## src/rtl/store_merge_unit.sv

```systemverilog
// Store merge unit: places byte/half/word stores into little-endian lanes of a 32-bit word.
// Optional `STORE_MERGE_BYTE_ENABLE_EN replaces read-modify-write with lane byte enables (mem_be).
module store_merge_unit #(
  parameter int ADDR_W = 32
) (
  input  logic              clk,
  input  logic              rst,
  input  logic              req_valid,
  output logic              req_ready,
  input  logic [ADDR_W-1:0] req_addr,
  input  logic [31:0]       req_data,
  input  logic [1:0]        req_size,
  output logic              done,
  output logic              misalign,
  output logic [ADDR_W-1:0] mem_addr,
  output logic              mem_rd,
  input  logic [31:0]       mem_rdata,
  input  logic              mem_rvalid,
  output logic              mem_wr,
  output logic [31:0]       mem_wdata,
  input  logic              mem_ack
`ifdef STORE_MERGE_BYTE_ENABLE_EN
  ,
  output logic [3:0]        mem_be
`endif
);

  typedef enum logic [2:0] {
    IDLE,
    READ,
    WRITE,
    DONE,
    ERR
  } state_t;

  state_t            state, state_next;
  logic [ADDR_W-1:0] addr_q;
  logic [31:0]       wdata_q;
  logic              bad;
  logic              accept;

  assign accept = (state == IDLE) && req_valid;
  assign bad    = (req_size == 2'b11) ||
                  ((req_size == 2'b01) && req_addr[0]) ||
                  ((req_size == 2'b10) && (req_addr[1:0] != 2'b00));

`ifdef STORE_MERGE_BYTE_ENABLE_EN
  logic [3:0] be_q;
  logic       unused_rdata;
  assign unused_rdata = ^mem_rdata;

  always_ff @(posedge clk or posedge rst) begin
    if (rst) begin
      addr_q  <= '0;
      wdata_q <= '0;
      be_q    <= '0;
    end else if (accept) begin
      addr_q <= {req_addr[ADDR_W-1:2], 2'b00};
      case (req_size)
        2'b00: begin
          wdata_q <= {4{req_data[7:0]}};
          be_q    <= 4'b0001 << req_addr[1:0];
        end
        2'b01: begin
          wdata_q <= {2{req_data[15:0]}};
          be_q    <= req_addr[1] ? 4'b1100 : 4'b0011;
        end
        default: begin
          wdata_q <= req_data;
          be_q    <= 4'b1111;
        end
      endcase
    end
  end

  assign mem_be = be_q;
`else
  logic [15:0] data_q;
  logic [1:0]  lane_q;
  logic        half_q;
  logic [31:0] merged;

  // Only the addressed lane(s) come from the store; the rest preserve memory contents.
  always_comb begin
    merged = mem_rdata;
    if (half_q) begin
      if (lane_q[1]) merged[31:16] = data_q;
      else           merged[15:0]  = data_q;
    end else begin
      merged[{lane_q, 3'b000} +: 8] = data_q[7:0];
    end
  end

  always_ff @(posedge clk or posedge rst) begin
    if (rst) begin
      addr_q  <= '0;
      wdata_q <= '0;
      data_q  <= '0;
      lane_q  <= '0;
      half_q  <= 1'b0;
    end else if (accept) begin
      addr_q  <= {req_addr[ADDR_W-1:2], 2'b00};
      wdata_q <= req_data;
      data_q  <= req_data[15:0];
      lane_q  <= req_addr[1:0];
      half_q  <= (req_size == 2'b01);
    end else if ((state == READ) && mem_rvalid) begin
      wdata_q <= merged;
    end
  end
`endif

  always_ff @(posedge clk or posedge rst) begin
    if (rst) state <= IDLE;
    else     state <= state_next;
  end

  always_comb begin
    state_next = state;
    case (state)
      IDLE: begin
        if (req_valid) begin
          if (bad)                     state_next = ERR;
          else if (req_size == 2'b10)  state_next = WRITE;
`ifdef STORE_MERGE_BYTE_ENABLE_EN
          else                         state_next = WRITE;
`else
          else                         state_next = READ;
`endif
        end
      end
      READ:    if (mem_rvalid) state_next = WRITE;
      WRITE:   if (mem_ack)    state_next = DONE;
      DONE:    state_next = IDLE;
      ERR:     state_next = IDLE;
      default: state_next = IDLE;
    endcase
  end

  // Strobes decode straight from state so an asynchronous reset drops them immediately.
  assign req_ready = (state == IDLE);
  assign mem_rd    = (state == READ);
  assign mem_wr    = (state == WRITE);
  assign done      = (state == DONE);
  assign misalign  = (state == ERR);
  assign mem_addr  = addr_q;
  assign mem_wdata = wdata_q;

endmodule

```

## config.mk

```make
export PLATFORM = sky130hd
export DESIGN_NAME = store_merge_unit
export DESIGN_NICKNAME = d
export VERILOG_FILES = /design/src/rtl/store_merge_unit.sv
export SDC_FILE = /design/constraint.sdc
export NUM_CORES = 1
export LEC_CHECK = 0
export ABC_CLOCK_PERIOD_IN_PS = 5000
export BUFFER_PORTS_ARGS = -buffer_cell sky130_fd_sc_hd__buf_2
export CELL_PAD_IN_SITES_DETAIL_PLACEMENT = 1
export CELL_PAD_IN_SITES_GLOBAL_PLACEMENT = 1
export CORE_MARGIN = 2
export CORE_UTILIZATION = 27
export CTS_BUF_LIST = sky130_fd_sc_hd__clkbuf_4 sky130_fd_sc_hd__clkbuf_8
export DETAILED_ROUTE_END_ITERATION = 7
export GPL_ROUTABILITY_DRIVEN = 0
export PLACE_DENSITY = 0.63
export SLEW_MARGIN = 20
export SYNTH_ARGS = -nofsm -noshare
export SYNTH_HDL_FRONTEND = slang
export SYNTH_SLANG_ARGS = --single-unit
```

## constraint.sdc

```tcl
create_clock -name clk -period 5 [get_ports clk]
set_clock_uncertainty 0.1 [all_clocks]
set_input_delay 0.75 -clock clk [delete_from_list [all_inputs] [get_ports clk]]
set_output_delay 0.75 -clock clk [all_outputs]
set_load 0.05 [all_outputs]
```

==> key figures, run 1 <==
Routing
  • Post-route ant nets: 0
  • DRT iter0 DRCs: 161
  • Post-route DRC: 0
  • Drt wl/cell: 18.4 um
  • 1st-pass router iterations: 5
  • Vias per cell: 5.05
  • WL final: 16.5 mm
  • Vias: 4,544

Pwr
  • Peak VDD IR: 0.232 mV
  • PwrDens: 791 nW/um^2
  • Power share of the clock group: 10.5%
  • Seq pwr share: 30.2%
  • P_sw: 2.59 mW
  • Internal power: 1.98 mW
  • Comb power frac: 59.2%
  • Leakage: 2.88 nW
  • Net Sw Frac: 56.7%

Clock network
  • CTS tree: built
  • Clk buf depth: 2
  • Clk sink count: 84
  • Post-CTS setup buffers: 0
  • # hold bufs at CTS: 0
  • CTS root buf: clkbuf_8
  • Worst skew pair latency: 390 ps
  • Cells resized by post-CTS repair: 0
  • Clock Pin Slew Worst Setup and Hold Paths: 100 ps
  • CTS Buf Count: 9
  • H-tree Lvls: 3

Setup path
  • End point of the critical path: mem_wdata[11]
  • Top delay family on crit path: simple AND/OR/NAND/NOR gates
  • Cells along the critical path: inv_1 -> ha_1 -> nor3b_2 -> a41oi_1 -> nor3_1 -> o22a_1
  • Buf/Inv on CP: 1
  • Slowest CP cell: dfrtp_2
  • Crit path DAT: 3490 ps
  • WP depth: 6
  • Slowest cell delay on critical path: 1040 ps
  • R2R depth: 6
  • FF-to-FF Start: lane_q[1]
  • Startpoint Class: register
  • R2R setup slack: 1730 ps
  • Crit path kind: reg -> reg
  • Crit path max fanout: 34
  • Setup crit start: lane_q[1]
  • CP required: 5220 ps
  • CP endpoint kind: register
  • Worst reg2reg endpoint: mem_wdata[11]

Floorplanning
  • Initial Util: 27.7%
  • Die area: 18,100 sq um
  • Top Ports: 172
  • DIE WIDTH: 135 um
  • Die Height: 135 um
  • Core Area: 16,600 sq um
  • # rows: 47

Synth
  • Synthesized cell area: 4610 sq um
  • Register area share after synthesis: 45.6%
  • Yosys top cell area share: 45.6%
  • Mapped Cells: 528
  • Post-synth EDFFs: 0
  • Avg Inst Size Synth: 8.73 sq um
  • Leading area contributor after synthesis: dfrtp_1
  • Seq cells post-synth: 84
  • Async set-reset flop share out of synthesis: 100%
  • Synthesis Warnings: 0
  • Dominant synthesized flop cell: dfrtp_1
  • Synth top area cells: dfrtp_1 (46%), nand2_1 (12%), mux2i_1 (6.5%)
  • Synth unique cells: 47

Timing
  • Post-route clock period utilization: 65.4%
  • Unrepaired setup endpoints after global routing: false
  • Fin. Hold Viols: 0
  • Fin. max-slew vios: 0
  • Slew at the pin with the worst max-slew slack: 1060 ps
  • Endpoints failing setup: 0
  • Slew headroom: 28.8%
  • F_max: 306 MHz
  • Minimum clock period: 3270 ps
  • Setup TNS: 0 ps

Cells and area
  • Layout Cells excl Fill: 900
  • Share of cells above drive strength 1: 29.6%
  • Area grow syn2layout: 25.3%
  • Nets@finish: 782
  • Fill cell count: 2,022
  • Commonest non-fill, non-tap cells in the layout: buf_2 (169), nand2_1 (153), dfrtp_1 (83)
  • Commonest non-fill, non-tap cell in the layout: buf_2

Global routing
  • Vias in the first global route: 4,801
  • GRT overflow: 0
  • Met3 GRT Util: 4.32%
  • Initial antenna violation count: 2
  • First-pass GRT wire length: 26.0 mm
  • Met1 Use GR: 22.5%
  • GRT Util Overall: 18.4%
  • M2 GR Usage: 31.7%
  • GR peak layer: met2
  • Largest net degree at the start of global routing: 48

Job
  • Max-Cap Viols: 0

Outcome
  • Status: finished, final reports clean

Placed design
  • Final HPWL DP: 12.1 mm
  • IO Port Bufs: 169
  • DP Cell Count: 882

Worst hold path
  • Worst hold path class: reg -> reg
[power by group through the flow]
stage          sequential [mW]  combinational [mW]  clock, mW
6_report                  1.38                2.71      0.482
5_1_grt                   1.43                2.92      0.526
4_1_cts                   1.39                2.72      0.492
3_5_place_dp              1.40                2.72          0
3_3_place_gp              1.38                2.64          0
2_1_floorplan             2.06                1.32          0
[through the flow]
| step | instance area (sq um) | util, % | power [mW] | setup WS, ps | hold slack, ps |
|---|---|---|---|---|---|
| 3_3_place_gp | 5580 | 33.5 | 4.03 | 1910 | 357 |
| 3_5_place_dp | 5580 | 33.5 | 4.11 | 1780 | 357 |
| 6_report | 5780 | 34.7 | 4.57 | 1730 | 374 |
| 2_1_floorplan | 4620 | - | 3.38 | 1980 | 367 |
| 5_1_grt | 5780 | 34.7 | 4.88 | 1540 | 405 |
| 4_1_cts | 5760 | 34.6 | 4.60 | 1750 | 381 |
[kinds of logic (layout without fill, tap and decap cells)]
| group | count (synthesis) | in the layout | share of synthesized area [%] |
|---|---|---|---|
| AND/OR/NAND/NOR | 220 | 220 | 21.2 |
| adder cells (fa/ha/maj) | 5 | 5 | 1.36 |
| buffers and inverters | 51 | 201 | 5.43 |
| other | 1 | 3 | 0.0813 |
| flip-flops | 84 | 84 | 45.6 |
| AO/OA/AOI/OAI | 137 | 137 | 19.8 |
| multiplexers | 30 | 30 | 6.51 |
[worst register-to-register path: stages (launching register included)]
cell and delay, ps:
dfrtp_2 1040, inv_1 280, ha_1 340, nor3b_2 890
a41oi_1 230, nor3_1 190, o22a_1 160
[final cells by class]
type                    instances  area [sq um]  share of cell area [%]
diodes                          1          2.50                  0.0433
clock buffers                   9           124                    2.14
clock inverters                 7          60.1                    1.04
inverters                       8          31.3                   0.541
multi-input cells             394          2270                    39.3
flip-flops and latches         84          2100                    36.4
well taps                     220           275                    4.76
repair buffers                177           913                    15.8
[registers in the layout (all words and copies together) (netlist names)]
register and count:
mem_wdata 32, mem_addr 30, data_q 16, state 3, lane_q 2, half_q 1
[layer usage]
layer / vias up / wire length [um]
li1: 2143 / -
met1: 2266 / 7060
met2: 113 / 8230
met3: 20 / 896
met4: 2 / 320
met5: - / 14
[synth_stat cells (all sizes together), types with 6 or more instances]
| library cell | instances |
|---|---|
| a2111oi | 8 |
| a21oi | 34 |
| a31oi | 10 |
| a32o | 8 |
| buf | 31 |
| clkbuf | 12 |
| dfrtp | 84 |
| inv | 7 |
| mux2i | 30 |
| nand2 | 154 |
| nor2 | 26 |
| nor2b | 11 |
| nor3b | 13 |
| o21ai | 37 |
| o22a | 6 |
[worst min-delay path by stage]
stage                  from           end  slack (ps)  depth (start not counted)
2_1_floorplan    data_q[11]    data_q[11]         370                          2
3_3_place_gp    mem_addr[5]   mem_addr[5]         360                          2
3_5_place_dp   mem_addr[22]  mem_addr[22]         360                          2
4_1_cts        mem_addr[22]  mem_addr[22]         380                          2
5_1_grt        mem_addr[19]  mem_addr[19]         410                          2
6_report       mem_addr[22]  mem_addr[22]         370                          2
Note: power is estimated with default switching activity, not from simulation.
==> run 2: changes to the inputs <==
ABC_CLOCK_PERIOD_IN_PS = 3200   (was 5000)
clock period = 3.2 ns   (was 5 ns; I/O delays follow)
==> run 2 against run 1 <==
Against the previous run: setup slack got worse by 1100 ps; wire length fell by 0.98%; critical path depth down 1; register-to-register slack worse by 1100 ps; combinational power grew 59%; total power grew 62%; first-iteration DRC count up 9.9%.
==> key figures, run 2 (synthesis results as in run 1) <==
Setup path
  • CP endpoint kind: register
  • CP required: 3330 ps
  • Startpoint Class: register
  • Cells along the critical path: inv_1 -> ha_1 -> and3_1 -> a2111oi_0 -> o21ai_1
  • Crit path max fanout: 17
  • Slowest CP cell: dfrtp_2
  • Slowest cell delay on critical path: 650 ps
  • Crit path kind: reg -> reg
  • Crit path DAT: 2730 ps

Pwr
  • Peak VDD IR: 0.528 mV
  • Leakage: 2.93 nW
  • PwrDens: 1260 nW/um^2

Floorplanning
  • Initial Util: 27.7%
  • Core Area: 16,600 sq um
  • Top Ports: 172
  • Die Height: 135 um
  • DIE WIDTH: 135 um
  • # rows: 47
  • Die area: 18,100 sq um

Timing
  • Setup TNS: 0 ps
  • Fin. Hold Viols: 0
  • F_max: 384 MHz
  • Fin. max-slew vios: 0
  • Slew at the pin with the worst max-slew slack: 790 ps
  • Slew headroom: 47.3%
  • Unrepaired setup endpoints after global routing: false
  • Post-route clock period utilization: 81.5%
  • Endpoints failing setup: 0
  • Minimum clock period: 2610 ps

Global routing
  • Initial antenna violation count: 2
  • GRT Util Overall: 18.1%
  • Largest net degree at the start of global routing: 91
  • First-pass GRT wire length: 25.6 mm
  • GRT overflow: 0
  • Vias in the first global route: 4,756

Routing
  • Drt wl/cell: 18.2 um
  • WL final: 16.4 mm
  • Vias per cell: 4.97
  • 1st-pass router iterations: 6
  • DRT iter0 DRCs: 177
  • Post-route ant nets: 0
  • Vias: 4,469
  • Post-route DRC: 0

Clock network
  • Clk sink count: 84
  • CTS tree: built
  • Clk buf depth: 2
  • Cells resized by post-CTS repair: 0
  • H-tree Lvls: 3
  • Clock Pin Slew Worst Setup and Hold Paths: 90 ps
  • Worst skew pair latency: 360 ps
  • Post-CTS setup buffers: 0
  • # hold bufs at CTS: 0
  • CTS Buf Count: 9
  • CTS root buf: clkbuf_8

Cells and area
  • Commonest non-fill, non-tap cell in the layout: buf_2
  • Final design utilization: 35.3%
  • Commonest non-fill, non-tap cells in the layout: buf_2 (169), nand2_1 (153), dfrtp_1 (83)
  • Share of cells above drive strength 1: 29.6%
  • Max reg flops: 32
  • Nets@finish: 782
  • Fill cell count: 1,991
  • Area grow syn2layout: 27.3%

Placed design
  • Final HPWL DP: 12.0 mm
  • IO Port Bufs: 169

Job
  • Max-Cap Viols: 0

Outcome
  • Status: finished, final reports clean

Worst hold path
  • Worst hold path class: in -> async
-- run 2: changes by cell type in the layout (fill, tap and decap cells not counted), sizes merged --
cell / delta
clkinvlp: -2
bufinv: +4
clkinv: -2
-- run 2: final timing paths --
check | start | end | slack, ps | cells after the start
worst max-delay path | lane_q[1] | mem_wdata[20] | 590 | 5
worst min-delay path | rst | mem_addr[17] | 60 | 2
worst max register to register | lane_q[1] | mem_wdata[20] | 590 | 5
worst min register to register | mem_addr[25] | mem_addr[25] | 370 | 2
max in group asynchronous | rst | lane_q[1] | 2080 | 3
min in group clk | req_addr[25] | mem_addr[25] | 200 | 3
-- run 2: through the flow --
step / hold WS, ps / worst slack (ps) / power [mW] / cells / area [sq um]
after floorplan: 367 / 455 / 5.28 / 529 / 4620
after global placement: 352 / 670 / 6.31 / 883 / 5600
after detailed placement: 360 / 581 / 6.43 / 883 / 5600
after CTS: 60.3 / 549 / 7.48 / 899 / 5870
after global routing: 79.3 / 468 / 7.91 / 900 / 5870
final: 59.3 / 593 / 7.41 / 900 / 5870
-- run 2: where the power goes --
| group | internal (mW) | switching (mW) | total, mW |
|---|---|---|---|
| clock network | 0.603 | 0.413 | 1.02 |
| logic | 1.21 | 3.10 | 4.31 |
| registers | 1.58 | 0.503 | 2.09 |
| total | 3.40 | 4.01 | 7.41 |
-- run 2: cell type report --
class	instances	area [sq um]	area share [%]
Multi-Input combinational cell	394	2270	38.7
Sequential cell	84	2100	35.8
Timing Repair Buffer	177	918	15.6
Tap cell	220	275	4.69
Clock inverter	7	145	2.47
Clock buffer	9	124	2.11
Inverter	8	31.3	0.533
Antenna cell	1	2.50	0.0426
-- run 2: critical path, delay by kind of cell, from the launching register on --
kind,cells,cell delay (ps)
flops,1,650
fa+ha+maj,1,470
simple gates,1,340
buf+inv,1,170
compound gates,2,750
-- run 2: layer usage --
metal	vias to the layer above	GRT usage (%)	share of wire [%]	wire length, um
li1	2134	-	-	-
met1	2200	23.6	44	7280
met2	113	29.7	48	7880
met3	20	4.47	5.6	912
met4	2	5.44	1.7	282
met5	-	0	0.067	11
==> run 3: changes to the inputs <==
ABC_CLOCK_PERIOD_IN_PS = 2600   (was 3200)
clock period = 2.6 ns   (was 3.2 ns; I/O delays follow)
==> run 3 against run 2 <==
Against the previous run: hold slack gained 22 ps; global-route usage grew 0.31 points; cell count grew 0.56%.
==> key figures, run 3 (synthesis results as in run 1) <==
Global routing
  • Vias in the first global route: 4,803
  • GRT Util Overall: 18.4%
  • Initial antenna violation count: 2
  • GRT overflow: 0
  • First-pass GRT wire length: 26.1 mm
  • Largest net degree at the start of global routing: 59

Pwr
  • Power share of the clock group: 10.6%
  • Net Sw Frac: 56.6%
  • Internal power: 3.84 mW
  • Leakage: 2.91 nW
  • PwrDens: 1520 nW/um^2
  • Final Power: 8.85 mW
  • Seq pwr share: 28.6%
  • Peak VDD IR: 0.528 mV
  • Comb power frac: 60.8%
  • P_sw: 5.01 mW

Cells and area
  • Final design utilization: 35.1%
  • Share of cells above drive strength 1: 30.0%
  • Reg area: 2100 sq um
  • Layout Cells excl Fill: 905
  • Fin area: 5840 sq um
  • Area of the multi-input gates: 2270 sq um
  • Fill cell count: 2,018
  • Commonest non-fill, non-tap cells in the layout: buf_2 (169), nand2_1 (153), dfrtp_1 (83)
  • Max reg flops: 32
  • Nets@finish: 787
  • Commonest non-fill, non-tap cell in the layout: buf_2
  • Area grow syn2layout: 26.6%

Timing
  • F_max: 429 MHz
  • Slew headroom: 48.3%
  • Unrepaired setup endpoints after global routing: false
  • Post-route setup slack: 267 ps
  • Endpoints failing setup: 0
  • Slew at the pin with the worst max-slew slack: 776 ps
  • Minimum clock period: 2330 ps
  • Hold WS: 81.3 ps
  • Fin. max-slew vios: 0
  • Post-route clock period utilization: 89.7%
  • Setup TNS: 0 ps
  • Fin. Hold Viols: 0

Placed design
  • DP Cell Count: 887
  • IO Port Bufs: 169
  • Final HPWL DP: 12.1 mm
  • Pre-CTS setup slack: 277 ps
  • Dpl cell area: 5640 sq um

Clock network
  • Clk buf depth: 2
  • Worst skew pair latency: 390 ps
  • CTS Buf Count: 9
  • Clk sink count: 84
  • Cells resized by post-CTS repair: 0
  • CTS root buf: clkbuf_8
  • Clock Pin Slew Worst Setup and Hold Paths: 100 ps
  • CTS tree: built
  • H-tree Lvls: 3

Routing
  • Vias: 4,458
  • Drt wl/cell: 18.3 um
  • Post-route ant nets: 0
  • Metal2 WL: 8.00 mm
  • Post-route DRC: 0
  • Vias per cell: 4.93
  • 1st-pass router iterations: 4
  • Met1 Wirelength: 7.37 mm
  • Met3 routed WL: 739 um
  • DRT iter0 DRCs: 205
  • Top Metal Used: met5
  • WL final: 16.5 mm

Setup path
  • Crit path kind: reg -> reg
  • CP endpoint kind: register
  • Crit path max fanout: 58
  • Startpoint Class: register
  • R2R setup slack: 270 ps
  • Crit path DAT: 2500 ps
  • CP required: 2770 ps

Job
  • Max-Cap Viols: 0

Floorplanning
  • Die area: 18,100 sq um
  • Die Height: 135 um
  • Top Ports: 172
  • # rows: 47
  • Initial Util: 27.7%
  • Core Area: 16,600 sq um
  • DIE WIDTH: 135 um

Outcome
  • Status: finished, final reports clean

Worst hold path
  • Worst hold path class: in -> reg
run 3: cell count changes in the layout (fill, tap and decap cells not counted):
cell and change:
clkinv_4 +2, buf_12 +1, buf_4 +3, bufinv_16 -4
dlygate4sd3_1 +1, inv_8 +1, clkinvlp_4 +1
run 3: area by class of cell:
class	instances	area share, %
timing repair buffer	182	16.6
clock inverter	7	1.01
inverter	8	0.579
antenna	1	0.0429
clock buffer	9	2.12
tap	220	4.71
sequential	84	36.0
multi-input combinational	394	38.9
run 3: repair_timing:
item,in CTS,in global routing
endpoints found under the hold margin,21,0
hold buffers,1,0
setup buffers,0,0
run 3: worst paths after layout:
path | from | to | cells after the start
max in group asynchronous | rst | lane_q[1] | 4
min in group asynchronous | rst | mem_addr[10] | 3
min reg2reg | mem_addr[2] | mem_addr[2] | 2
min | req_addr[23] | mem_addr[23] | 3
max | state[1] | mem_wdata[21] | 4
max reg2reg | state[1] | mem_wdata[21] | 4
run 3: power groups by stage:
stage	registers (mW)	logic, mW	clock network (mW)
2_1_floorplan	3.97	2.53	0
3_3_place_gp	2.53	5.27	0
3_5_place_dp	2.55	5.41	0
4_1_cts	2.53	5.42	0.964
5_1_grt	2.62	5.79	1.02
6_report	2.53	5.38	0.939
run 3: worst max-delay path: stages (launching register included):
cell     delay, ps
dfrtp_1        550
or4b_2         730
buf_4          350
o21ai_0        340
o21ai_1        100
run 3: layer usage:
layer / GRT usage (%) / up-vias
met3: 3.87 / 27
met2: 30.0 / 119
met1: 23.5 / 2163
li1: - / 2147
met5: 0 / -
met4: 8.19 / 2
